### src/rtl/operand_fetch_ctrl_pkg.sv
// Shared configuration for the operation receive path.
// Holds the word and opcode types, the header sync nibble, the frame
// geometry and the read-controller state encoding.
package operand_fetch_ctrl_pkg;

  localparam int DATA_W = 20;
  localparam int CODE_W = 4;
  localparam logic [3:0] SYNC = 4'hA;

  // Payload words following the header: A, B, C_lo, C_hi.
  localparam logic [2:0] PAY_WORDS = 3'd4;

  typedef logic [DATA_W-1:0]   data_t;
  typedef logic [2*DATA_W-1:0] w_data_t;
  typedef logic [CODE_W-1:0]   code_t;

  typedef enum logic [1:0] {
    HDR_REQ = 2'd0,
    HDR_CHK = 2'd1,
    PAYLOAD = 2'd2,
    ISSUE   = 2'd3
  } state_t;

  // Header is accepted only when its top nibble carries the sync pattern.
  function automatic logic hdr_ok(input data_t w);
    return w[DATA_W-1 -: 4] == SYNC;
  endfunction

endpackage

### src/rtl/operand_fetch_ctrl.sv
// Read-side controller for the operation receive path.
// Pops five-word frames (header, A, B, C_lo, C_hi) from the receive FIFO,
// validates the header sync nibble, assembles the operation and offers it
// to the execution stage over valid/ready.
//
// Ports:
//   clk, arst_ni      clock, asynchronous active-low reset
//   fifo_empty_i      receive FIFO empty
//   rd_en_o           FIFO pop; data appears on rd_data_i one cycle later
//   rd_data_i         FIFO read data
//   flush_i           synchronous abort of partial frame / pending operation
//   op_code_o         opcode from header bits [CODE_W-1:0]
//   operand_a_o/b_o   payload words 1 and 2
//   operand_c_o       {payload word 4, payload word 3}
//   op_valid_o        operation available
//   op_ready_i        execution stage accepts
//   frame_err_o       one-cycle pulse for a rejected header
//   busy_o            controller is mid-frame or holding an operation
module operand_fetch_ctrl
  import operand_fetch_ctrl_pkg::*;
(
  input  logic    clk,
  input  logic    arst_ni,
  input  logic    fifo_empty_i,
  output logic    rd_en_o,
  input  data_t   rd_data_i,
  input  logic    flush_i,
  output code_t   op_code_o,
  output data_t   operand_a_o,
  output data_t   operand_b_o,
  output w_data_t operand_c_o,
  output logic    op_valid_o,
  input  logic    op_ready_i,
  output logic    frame_err_o,
  output logic    busy_o
);

  state_t     state, state_nxt;
  logic       rd_en;
  logic       run;       // low for the first cycle out of reset so no pop is
                         // issued while reset is (or was just) asserted
  logic       pend;      // a payload pop was issued last cycle; data is on rd_data_i
  logic [2:0] iss_cnt;   // payload pops issued for this frame
  logic [2:0] cap_cnt;   // payload words captured for this frame
  code_t      op_code;
  data_t      opa, opb, opc_lo, opc_hi;
  logic       frame_err;

  // ---------------------------------------------------------------------
  // Next state and FIFO pop
  // ---------------------------------------------------------------------
  always_comb begin
    state_nxt = state;
    rd_en     = 1'b0;
    case (state)
      HDR_REQ: begin
        // Only one header read in flight: pop, then check before popping again.
        if (run && !fifo_empty_i) begin
          rd_en     = 1'b1;
          state_nxt = HDR_CHK;
        end
      end
      HDR_CHK: begin
        state_nxt = hdr_ok(rd_data_i) ? PAYLOAD : HDR_REQ;
      end
      PAYLOAD: begin
        // Payload pops stream back to back; captures trail by one cycle.
        rd_en = !fifo_empty_i && (iss_cnt < PAY_WORDS);
        if (pend && cap_cnt == PAY_WORDS - 3'd1)
          state_nxt = ISSUE;
      end
      ISSUE: begin
        if (op_ready_i)
          state_nxt = HDR_REQ;
      end
      default: state_nxt = HDR_REQ;
    endcase
    // Flush wins over everything. Any word returning in the flush cycle is
    // dropped below, and no pop is issued, so nothing stale survives it.
    if (flush_i) begin
      state_nxt = HDR_REQ;
      rd_en     = 1'b0;
    end
  end

  // ---------------------------------------------------------------------
  // State, handshake bookkeeping and error pulse
  // ---------------------------------------------------------------------
  always_ff @(posedge clk or negedge arst_ni) begin
    if (!arst_ni) begin
      state     <= HDR_REQ;
      run       <= 1'b0;
      pend      <= 1'b0;
      frame_err <= 1'b0;
    end else begin
      state     <= state_nxt;
      run       <= 1'b1;
      pend      <= rd_en && (state == PAYLOAD);
      frame_err <= (state == HDR_CHK) && !hdr_ok(rd_data_i) && !flush_i;
    end
  end

  // ---------------------------------------------------------------------
  // Counters and operand registers
  // ---------------------------------------------------------------------
  always_ff @(posedge clk or negedge arst_ni) begin
    if (!arst_ni) begin
      iss_cnt <= '0;
      cap_cnt <= '0;
      op_code <= '0;
      opa     <= '0;
      opb     <= '0;
      opc_lo  <= '0;
      opc_hi  <= '0;
    end else if (!flush_i) begin
      if (state == HDR_CHK && hdr_ok(rd_data_i)) begin
        op_code <= rd_data_i[CODE_W-1:0];
        iss_cnt <= '0;
        cap_cnt <= '0;
      end
      if (state == PAYLOAD) begin
        if (rd_en)
          iss_cnt <= iss_cnt + 3'd1;
        if (pend) begin
          cap_cnt <= cap_cnt + 3'd1;
          case (cap_cnt[1:0])
            2'd0:    opa    <= rd_data_i;
            2'd1:    opb    <= rd_data_i;
            2'd2:    opc_lo <= rd_data_i;
            default: opc_hi <= rd_data_i;
          endcase
        end
      end
    end
  end

  // ---------------------------------------------------------------------
  // Outputs: all taken from registers, so they hold while op_valid_o waits
  // ---------------------------------------------------------------------
  assign rd_en_o     = rd_en;
  assign op_valid_o  = (state == ISSUE);
  assign op_code_o   = op_code;
  assign operand_a_o = opa;
  assign operand_b_o = opb;
  assign operand_c_o = {opc_hi, opc_lo};
  assign frame_err_o = frame_err;
  // A flush never leaves a read in flight, so HDR_REQ always means idle.
  assign busy_o      = (state != HDR_REQ);

endmodule

### config.mk
export PLATFORM = sky130hd
export DESIGN_NAME = operand_fetch_ctrl
export DESIGN_NICKNAME = d
export VERILOG_FILES = /design/src/rtl/operand_fetch_ctrl_pkg.sv /design/src/rtl/operand_fetch_ctrl.sv
export SDC_FILE = /design/constraint.sdc
export NUM_CORES = 1
export LEC_CHECK = 0
export ABC_AREA = 1
export BUFFER_PORTS_ARGS = -buffer_cell sky130_fd_sc_hd__buf_2
export CAP_MARGIN = 0
export CORE_ASPECT_RATIO = 1.1
export CORE_MARGIN = 8
export CORE_UTILIZATION = 29
export CTS_CLUSTER_DIAMETER = 100
export DETAILED_ROUTE_END_ITERATION = 10
export PLACE_DENSITY = 0.53
export SLEW_MARGIN = 20
export SYNTH_ARGS = -nofsm -noshare
export SYNTH_HDL_FRONTEND = slang
export SYNTH_SLANG_ARGS = --single-unit
### constraint.sdc
create_clock -name clk -period 1.4 [get_ports clk]
set_input_delay 0.21 -clock clk [delete_from_list [all_inputs] [get_ports clk]]
set_output_delay 0.21 -clock clk [all_outputs]
set_load 0.02 [all_outputs]
**Word-level counts from Yosys, hierarchy flattened**

Cells that the tools add are included.
W data, S select, Z words.

- Register bits: 95
- Bits in latches: 0
- Memory bits (writable): 0
- ROM bits: 0
- Input port bits: 25
- Word-level logic and storage cells: 61
- Memories kept: 0

- Add/sub/neg operators: 2
- Multipliers: 0
- Div/mod/pow operators: 0
- Order comparisons: 1
- Equal/unequal tests: 10
- Shift operators: 0
- Mux-type cells: 15
- Bitwise logic cells: 2
- Reductions and logical operators: 20

Operators with widths:

| cell | count |
|---|---|
| $mux W3 | 6 |
| $reduce_and A4 Y1 | 4 |
| $mux W2 | 5 |
| $pmux W2 S4 | 1 |
| $logic_and A1 B1 Y1 | 7 |
| $add A3 B1 Y3 const B | 2 |
| $eq A2 B2 Y1 const B | 3 |
| $ne A3 B3 Y1 const B | 2 |
| $eq A2 B1 Y1 const B | 2 |
| $eq A4 B4 Y1 const B | 1 |
| $logic_not A2 Y1 | 2 |
| $eq A3 B2 Y1 const B | 1 |
| $logic_not A1 Y1 | 3 |
| $lt A3 B3 Y1 const B | 1 |
| $ne A3 B2 Y1 const B | 1 |
| $reduce_and A3 Y1 | 1 |
| $reduce_or A3 Y1 | 1 |
| $mux W1 | 2 |
| $not A1 Y1 | 2 |
| $pmux W1 S2 | 1 |
| $reduce_and A2 Y1 | 1 |
| $reduce_bool A2 Y1 | 1 |

**Logic depth before layout (Yosys ltp)**

Gate-level depths: netlist of run 1.

- Depth after elaboration: 7
- Depth in mapped cells: 8

**Worst setup path after synthesis of run 1**

Ideal clock, no wire load.

- Kind: reg-to-output
- Start: register state[1]
- End: output rd_en_o
- Data arrival time: 1.001 ns
- Slack: 0.189 ns
- Cell stages (with the launch flop): 5
- Path buffers: 0
- Cells stage by stage: dfrtp_1 > inv_2 > nor2_4 > nand2_1 > a21oi_1

- Word-level cells in the longest chain between the ends: 3
- Elaborated cells on any way between the ends: 4

RTL lines:

| item | line | source |
|---|---|---|
| start, declared | operand_fetch_ctrl.sv:38 | `state_t state, state_nxt;` |
| start signal, assigned | operand_fetch_ctrl.sv:96 | `state <= state_nxt;` |
| $eq A2 B2 Y1 or $logic_not A2 Y1 (tied branches) | operand_fetch_ctrl.sv:55 | `case (state)` |
| $pmux W1 S2 * | operand_fetch_ctrl.sv:55 |  |
| $mux W1 * | operand_fetch_ctrl.sv:80 | `if (flush_i) begin` |
| end, declared | operand_fetch_ctrl.sv:25 | `output logic rd_en_o,` |

Every way passes the cells marked *; elsewhere a longest branch is shown, timed or not.

**Worst setup path in the final report of run 1**

- Start: register state[0]
- End: output rd_en_o

The elaborated chain is that of the path after synthesis.

==> flow_summary.ini, run 1 <==
[detailed_routing]
routed_wirelength_mm = 14.1
num_vias = 3730
drc_errors = 0
vias_per_cell = 4.67
drt_iter0_drc = 148
firstDrtPassIters = 4
wire_per_inst_um = 17.7
ant_nets = 0

[power_and_ir_drop]
vdd_drop_max_uv = 452
power_density_nw_per_um2 = 956
clockPowerShare_pct = 43.9
leakagePower_nw = 3.49
seqPwrFrac_pct = 49.3
p_switching_mw = 1.33
intPower_mw = 4.34
pwr-share-comb_pct = 6.8
p_total_mw = 5.67
switching_share_pct = 23.5

[floorplanning]
coreArea_sq_um = 13700
io_pins = 113
start_util_pct = 29.5
rows = 45
die_w_um = 128
die_y_um = 140
die_area_sq_um = 17900

[timing]
hold_slack_ns = 0.126
finalClockSkew_ns = 0.00839
finalMaxSlewViolations = 0
fin_setup_tns_ns = -0.372
period_minus_slack_ns = 1.56
timing.final.crit_share_pct = 111
clock.fmax_mhz = 643
grt_setup_unrepaired = true
hold_violations = 0
fin_ws_ns = -0.156
setup_viol = 9

[clocking]
clk-insertion-delay-late_ns = 0.35
tritoncts = yes
numClockSinks = 95
clkTransAtPathRegs_ns = 0.07
cts_root_buf = clkbuf_16
clock_tree.htree_level_count = 3
cts_made_buffers = 9
clk_path_buf_depth = 2

[setup_path]
path_cells = nor2_4 -> buf_6 -> nand2_4 -> a21oi_4 -> buf_6
end_kind = output port
timing.rr.start = state[0]
crit_start = state[0]
crit_top_cell = buf_6
critPathMaxStageDelay_ns = 0.42
critical_path_required_ns = 1.19
critical_path_class = reg -> out
slowest_stage = dfrtp_1
arrival_ns = 1.35
critical_path_peak_fanout = 3
cp-start-kind = flop
r2r_slack_ns = -0.02

[synth]
synth_edf_count = 0
synth_top_cell_by_area = dfrtp_1
synth_nets = 487
ys_ff_latch = 95
synth_top_flop_cell = dfrtp_1
synth.distinct_cells = 24
ys_seq_area_share_pct = 59.0
synthCells = 455
postSynth.asyncResetShare_pct = 100
yosysWarnings = 0
syn-mean-instance-area_sq_um = 8.86
synth_area_leaders = dfrtp_1 (59%), nand2_1 (18%), o21ai_0 (9.2%)
yosysTopAreaCellShare_pct = 59.0
syn_area_sq_um = 4030

[grt]
gr-total-overflow = 0
antenna_found_initial = 0
grt_max_degree = 47
grt_pass1_vias = 3772
grt_usage_pct = 15.0
grt_first_pass_wirelength_mm = 20.8

[placed_design]
io_buffers = 112
hpwlAfterDp_mm = 8.98
post_dp_cell_area_sq_um = 4950
place.gp.congestion = 0.804

[layout]
final_core_util_pct = 43.3
multi_input_area_sq_um = 1680
fin_nets = 638
drive_gt1_share_pct = 39.3
fill_cells = 1348
area_growth_pct = 47.1
n_antenna_cell = 0
finalInstanceArea_sq_um = 5930
ff_latch_area_sq_um = 2380

[min_path]
hold_path.class = in -> reg
hp-start = rd_data_i[8]

[run_status]
violations = negative setup slack
outcome = finished with violations

[flow_run]
cap_violations = 0
-- flip-flops by register name, indices dropped and copies added (netlist names) --
register / flops
op_code_o: 4
opc_hi: 20
operand_a_o: 20
cap_cnt: 3
pend: 1
iss_cnt: 3
opc_lo: 20
state: 2
frame_err_o: 1
operand_b_o: 20
run: 1
-- power by group through the flow --
| stage | Clock, mW | Sequential (mW) | Combinational (mW) |
|---|---|---|---|
| global placement | 0 | 2.84 | 0.305 |
| CTS | 2.56 | 2.79 | 0.341 |
| finish | 2.49 | 2.79 | 0.387 |
| floorplan | 0 | 2.87 | 0.0655 |
| detailed placement | 0 | 2.85 | 0.307 |
| global route | 2.65 | 2.80 | 0.423 |
-- critical path: cells and delay by family, from the launching register on --
| family | cells | cell delay (ns) |
|---|---|---|
| compound gates | 1 | 0.14 |
| simple gates | 2 | 0.19 |
| buf+inv | 2 | 0.25 |
| flops | 1 | 0.42 |
-- logic make-up (layout without fill, tap and decap cells) --
family | after synthesis | count (layout) | synth area share [%]
AO/OA/AOI/OAI | 85 | 85 | 10.6
flip-flops | 95 | 95 | 59.0
adder cells (fa/ha/maj) | 7 | 7 | 2.17
AND/OR/NAND/NOR | 224 | 226 | 22.4
other | 1 | 1 | 0.0930
buffers and inverters | 43 | 196 | 5.74
-- layer usage --
layer	routed length (um)	part of all wire (%)	vias to the layer above	track usage (%)
li1	-	-	1757	-
met1	6210	44	1803	18.6
met2	6490	46	149	23.8
met3	1150	8.1	21	4.85
met4	235	1.7	0	5.70
met5	0	0	-	0
-- worst paths after layout --
kind / end / cells after the start
max in group asynchronous: state[1] / 3
min in group asynchronous: opc_lo[10] / 2
worst min-delay path: opc_hi[8] / 3
worst max register to register: opc_hi[19] / 9
worst max-delay path: rd_en_o / 5
worst min register to register: opc_hi[12] / 2
-- stage by stage --
step | worst slack (ns) | cells
final | -0.156 | 798
after global routing | -0.206 | 798
after CTS | -0.151 | 783
after detailed placement | -0.274 | 759
after global placement | -0.215 | 759
after floorplan | 0.189 | 455
-- what timing repair did --
item                                    4_1_cts  5_1_grt
endpoints found under the setup margin       35       91
endpoints found under the hold margin        95        0
pin swaps                                     7       15
hold buffers                                  1        0
gates resized for setup                      38      115
gates cloned                                  3        8
setup buffers                                 5        9
-- cell type report --
cell class / instances / area share [%]
Clock inverter: 4 / 0.908
Clock buffer: 11 / 4.09
Tap cell: 188 / 3.97
Timing Repair Buffer: 162 / 21.2
Inverter: 19 / 1.46
Sequential cell: 95 / 40.1
Multi-Input combinational cell: 319 / 28.3
-- cell usage after synthesis, types with 3 or more instances --
cell      number
o21ai_1        8
buf_6          6
ha_1           7
dfrtp_1       95
clkbuf_2       7
inv_1         15
inv_2          4
nand3_1       14
nand2_1      193
nand2_2        3
buf_2          7
nor2_2         6
o21ai_0       74
-- layout by cell type (no fill, tap or decap), types with 2 or more instances in the layout --
| cell | n |
|---|---|
| ha_2 | 2 |
| buf_8 | 3 |
| nand2_1 | 165 |
| inv_1 | 11 |
| nand2_8 | 2 |
| o21ai_0 | 26 |
| buf_12 | 10 |
| nor2_4 | 8 |
| clkinvlp_4 | 2 |
| buf_4 | 20 |
| ha_1 | 5 |
| o21ai_1 | 44 |
| nor3_1 | 2 |
| inv_2 | 6 |
| nand3_1 | 14 |
| dfrtp_1 | 95 |
| buf_2 | 108 |
| buf_6 | 14 |
| o21ai_2 | 12 |
| nand2_4 | 10 |
| clkbuf_16 | 14 |
| nand2_2 | 21 |
Note: power is estimated with default switching activity, not from simulation.
==> run 2, diff against run 1 <==
--- a/config.mk
+++ b/config.mk
@@ -14,6 +14,7 @@
 export CTS_CLUSTER_DIAMETER = 100
 export DETAILED_ROUTE_END_ITERATION = 10
 export PLACE_DENSITY = 0.53
+export SKIP_CTS_REPAIR_TIMING = 1
 export SLEW_MARGIN = 20
 export SYNTH_ARGS = -nofsm -noshare
 export SYNTH_HDL_FRONTEND = slang
==> run 2 against run 1 <==
Against the previous run: highest routed layer unchanged; the flow still finishes with violations (negative setup slack); clock skew hardly changed; via count is 1.7% lower; combinational power is 7.0% lower; global-route usage is 0.82 points lower; total power is 0.48% lower; first-iteration DRC count is 2.0% higher; clock-buffer cell count stayed put; clock power hardly changed; setup slack worse by 0.011 ns; sequential share of layout area is 0.55 points higher; final cell count is 0.88% lower; flip-flop and latch count stayed put.
==> flow_summary.ini, run 2 (synthesis gave the netlist of run 1 again) <==
[clocking]
clock_tree.htree_level_count = 3
numClockSinks = 95
clk-insertion-delay-late_ns = 0.35
clk_path_buf_depth = 2
clkTransAtPathRegs_ns = 0.06
tritoncts = yes
cts_root_buf = clkbuf_16
cts_made_buffers = 9

[layout]
finalInstanceArea_sq_um = 5850
final_cell_mix = nand2_1 (129), buf_2 (108), dfrtp_1 (95), o21ai_0 (51), nand2_2 (47)
drive_gt1_share_pct = 42.4
area_growth_pct = 45.1
fill_cells = 1352
final_core_util_pct = 42.7
layout_commonest_cell = nand2_1
fin_nets = 630
multi_input_area_sq_um = 1750
ff_latch_area_sq_um = 2380

[placed_design]
hpwlAfterDp_mm = 8.98
post_dp_cell_area_sq_um = 4950
post-place-ws_ns = -0.274
place.gp.congestion = 0.804
io_buffers = 112

[grt]
grt_pass1_vias = 3669
grt_first_pass_wirelength_mm = 19.8
globalRouteMet3Util_pct = 4.74
gr-total-overflow = 0
antenna_found_initial = 0
gr-usage-met2_pct = 22.2
grt.busiest_layer = met2
grt_max_degree = 47
met1_usage_pct = 17.7
grt_usage_pct = 14.2

[detailed_routing]
ant_nets = 0
vias_per_cell = 4.63
firstDrtPassIters = 4
routed_wirelength_mm = 13.6
wire_per_inst_um = 17.2
drt_iter0_drc = 151
num_vias = 3665
drc_errors = 0

[setup_path]
arrival_ns = 1.36
cp-start-kind = flop
critical_path_required_ns = 1.19
path_delay_family = flip-flops
crit_top_cell = buf_6
critical_path_peak_fanout = 4
critPathBufInv = 2
end_kind = output port
path_cells = buf_6 -> nor2_4 -> nand2_2 -> a21oi_4 -> buf_6
critPathMaxStageDelay_ns = 0.42
slowest_stage = dfrtp_1
critical_path_class = reg -> out

[floorplanning]
rows = 45
start_util_pct = 29.5
coreArea_sq_um = 13700
die_y_um = 140
die_w_um = 128
io_pins = 113
die_area_sq_um = 17900

[run_status]
outcome = finished with violations
violations = negative setup slack

[power_and_ir_drop]
switching_share_pct = 23.4
clockPowerShare_pct = 44.1
vdd_drop_max_uv = 451
intPower_mw = 4.32
p_switching_mw = 1.32
leakagePower_nw = 3.49
power_density_nw_per_um2 = 965
pwr-share-comb_pct = 6.4
seqPwrFrac_pct = 49.5

[timing]
timing.final.crit_share_pct = 112
clock.fmax_mhz = 638
fin_ws_ns = -0.166
period_minus_slack_ns = 1.57
finalClockSkew_ns = 0.00817
grt_setup_unrepaired = true
hold_violations = 0
finalMaxSlewViolations = 0
setup_viol = 25

[min_path]
hold_path.class = in -> reg

[flow_run]
cap_violations = 0
## run 2: cell count changes in the layout (fill, tap and decap cells not counted), sizes merged
| cell | change |
|---|---|
| nand2 | -1 |
| diode | +1 |
| buf | -6 |
| clkinv | -1 |
| clkbuf | -1 |
| inv | +1 |
## run 2: tightest hold or removal path, delay by kind of cell
family | cells | cell delay, ns
buffers and inverters | 1 | 0.14
AND/OR/NAND/NOR | 2 | 0.10
## run 2: layout make-up
| class | count | area share, % |
|---|---|---|
| sequential | 95 | 40.7 |
| multi-input combinational | 318 | 30.0 |
| timing repair buffer | 155 | 18.9 |
| clock buffer | 11 | 4.15 |
| tap | 188 | 4.02 |
| inverter | 19 | 1.35 |
| clock inverter | 4 | 0.920 |
| antenna | 1 | 0.0428 |
## run 2: metrics by stage
stage / cells / setup TNS, ns / hold slack, ns / power, mW
CTS: 774 / -5.87 / -0.334 / 5.66
global route: 790 / -3.04 / 0.134 / 5.84
global placement: 759 / -4.17 / 0.0406 / 3.15
detailed placement: 759 / -4.95 / 0.0408 / 3.15
floorplan: 455 / 0 / -0.0856 / 2.94
finish: 791 / -0.802 / 0.141 / 5.64
## run 2: routing by layer
metal | share of wire, % | wire length, um | vias up
met2 | 46 | 6200 | 121
met3 | 7.8 | 1060 | 17
li1 | - | - | 1744
met4 | 1.5 | 203 | 0
met1 | 45 | 6120 | 1783
met5 | 0 | 0 | -
## run 2: worst paths after layout
path,to,slack (ns),startpoint,cells past startpoint
worst max-delay path,rd_en_o,-0.17,state[0],5
worst min-delay path,operand_b_o[6],0.14,rd_data_i[6],3
worst max register to register,operand_b_o[9],-0.05,cap_cnt[1],8
worst min register to register,opc_hi[13],0.48,opc_hi[13],2
max in group asynchronous,state[1],0.71,arst_ni,3
min in group asynchronous,opc_lo[10],0.23,arst_ni,2
## run 2: power by group through the flow
stage               Combinational (mW)  Clock [mW]  Sequential (mW)
floorplan                       0.0655           0             2.87
global placement                 0.305           0             2.84
detailed placement               0.307           0             2.85
CTS                              0.310        2.56             2.79
global route                     0.398        2.65             2.80
finish                           0.360        2.49             2.79
==> run 3, diff against run 2 <==
--- a/config.mk
+++ b/config.mk
@@ -6,14 +6,14 @@
 export NUM_CORES = 1
 export LEC_CHECK = 0
 export ABC_AREA = 1
-export BUFFER_PORTS_ARGS = -buffer_cell sky130_fd_sc_hd__buf_2
 export CAP_MARGIN = 0
 export CORE_ASPECT_RATIO = 1.1
 export CORE_MARGIN = 8
 export CORE_UTILIZATION = 29
 export CTS_CLUSTER_DIAMETER = 100
 export DETAILED_ROUTE_END_ITERATION = 10
-export PLACE_DENSITY = 0.53
+export DONT_BUFFER_PORTS = 1
+export PLACE_DENSITY = 0.47
 export SKIP_CTS_REPAIR_TIMING = 1
 export SLEW_MARGIN = 20
 export SYNTH_ARGS = -nofsm -noshare
==> run 3 against run 2 <==
Against the previous run: the run ends with negative hold slack, negative setup slack left; maximum frequency decreased by 1.5%; die area did not move; total power up 2.3%; critical endpoint unchanged.
==> flow_summary.ini, run 3 (synthesis gave the netlist of run 1 again) <==
[placed_design]
io_buffers = 0
hpwlAfterDp_mm = 8.54
place.gp.congestion = 0.749
post-place-cells = 647
post_dp_cell_area_sq_um = 4330

[clocking]
cts_root_buf = clkbuf_16
clock_tree.htree_level_count = 3
numClockSinks = 95
clk-insertion-delay-late_ns = 0.35
cts_made_buffers = 9
clkTransAtPathRegs_ns = 0.06
tritoncts = yes
clk_path_buf_depth = 2

[grt]
grt_pass1_vias = 3052
grt_max_degree = 96
grt_first_pass_wirelength_mm = 18.7
antenna_found_initial = 0
gr-total-overflow = 0
grt_usage_pct = 13.6

[setup_path]
arrival_ns = 1.38
critical_path_class = reg -> out
critical_path_peak_fanout = 3
reg2regPathDepth = 6
end_kind = output port
crit_start = state[1]
timing.rr.start = state[0]
cp-start-kind = flop
critical_path_required_ns = 1.19

[timing]
fin_ws_ns = -0.190
period_minus_slack_ns = 1.59
finalMaxSlewViolations = 0
clock.fmax_mhz = 629
hold_slack_ns = -0.442
timing.final.crit_share_pct = 114
setup_viol = 3
grt_setup_unrepaired = true
hold_violations = 108
finalClockSkew_ns = 0.00888

[detailed_routing]
ant_nets = 0
num_vias = 3251
vias_per_cell = 4.68
routed_wirelength_mm = 13.3
drt_iter0_drc = 208
firstDrtPassIters = 6
wire_per_inst_um = 19.1
drc_errors = 0

[power_and_ir_drop]
p_total_mw = 5.77
pwr-share-comb_pct = 3.4
vdd_drop_max_uv = 618
p_switching_mw = 1.24
switching_share_pct = 21.5
leakagePower_nw = 2.79
seqPwrFrac_pct = 49.0
intPower_mw = 4.53
power_density_nw_per_um2 = 1130
clockPowerShare_pct = 47.6

[floorplanning]
die_w_um = 128
coreArea_sq_um = 13700
start_util_pct = 29.5
die_area_sq_um = 17900
die_y_um = 140
io_pins = 113
rows = 45

[run_status]
violations = negative hold slack, negative setup slack
outcome = finished with violations

[layout]
final_cell_mix = nand2_1 (190), dfrtp_1 (94), o21ai_0 (47), o21ai_1 (35), buf_4 (22)
ff_latch_area_sq_um = 2380
final_core_util_pct = 37.4
fill_cells = 1412
instances_no_fill = 694
finalInstanceArea_sq_um = 5110
multi_input_area_sq_um = 1490
n_antenna_cell = 0
fin_nets = 533
drive_gt1_share_pct = 14.8
layout_commonest_cell = nand2_1
area_growth_pct = 26.8

[min_path]
hold_path.class = in -> async

[flow_run]
cap_violations = 0
[run 3: changes by cell type in the layout (fill, tap and decap cells not counted), sizes merged]
cell,previous run,this run
clkinv,0,2
clkinvlp,2,0
bufinv,1,2
inv,20,19
dlygate4sd3,1,21
diode,1,0
nor2,10,11
clkbuf,15,13
buf,150,35
[run 3: worst max-delay path, stage by stage, from the launching register on]
cell     delay (ns)
dfrtp_1        0.42
inv_2          0.08
nor2_4         0.11
buf_6          0.11
nand2_2        0.05
a21oi_2        0.12
buf_4          0.15
[run 3: area by class of cell]
type / instances / area share [%]
well taps: 188 / 4.60
flip-flops and latches: 95 / 46.5
clock buffers: 12 / 5.02
clock inverters: 4 / 1.52
repair buffers: 57 / 11.8
multi-input cells: 319 / 29.1
inverters: 19 / 1.40
[run 3: path summary, 6_finish.rpt]
kind / endpoint / slack, ns
worst max register to register: operand_b_o[17] / -0.01
worst min register to register: cap_cnt[2] / 0.51
worst min-delay path: opc_lo[12] / -0.44
min in group clk: opc_lo[8] / -0.03
worst max-delay path: rd_en_o / -0.19
max in group asynchronous: opc_lo[9] / 1.71
[run 3: per-stage QoR]
step / setup TNS (ns) / setup slack [ns]
after floorplan: 0 / 0.189
after global placement: -9.87 / -0.255
after detailed placement: -11.11 / -0.267
after CTS: -12.70 / -0.293
after global routing: -3.54 / -0.242
final: -0.199 / -0.190
[run 3: per-layer routing]
layer,vias to the layer above,global-route usage [%],share of wire [%]
met2,127,20.2,46
li1,1541,-,-
met3,11,7.22,13
met5,-,0,0
met4,0,4.70,1.1
met1,1572,16.4,40
[run 3: power by group through the flow]
stage / combinational (mW) / sequential, mW / clock (mW)
2_1_floorplan: 0.0655 / 2.87 / 0
3_3_place_gp: 0.101 / 2.88 / 0
3_5_place_dp: 0.103 / 2.88 / 0
4_1_cts: 0.103 / 2.83 / 2.82
5_1_grt: 0.218 / 2.83 / 2.93
6_report: 0.197 / 2.83 / 2.75
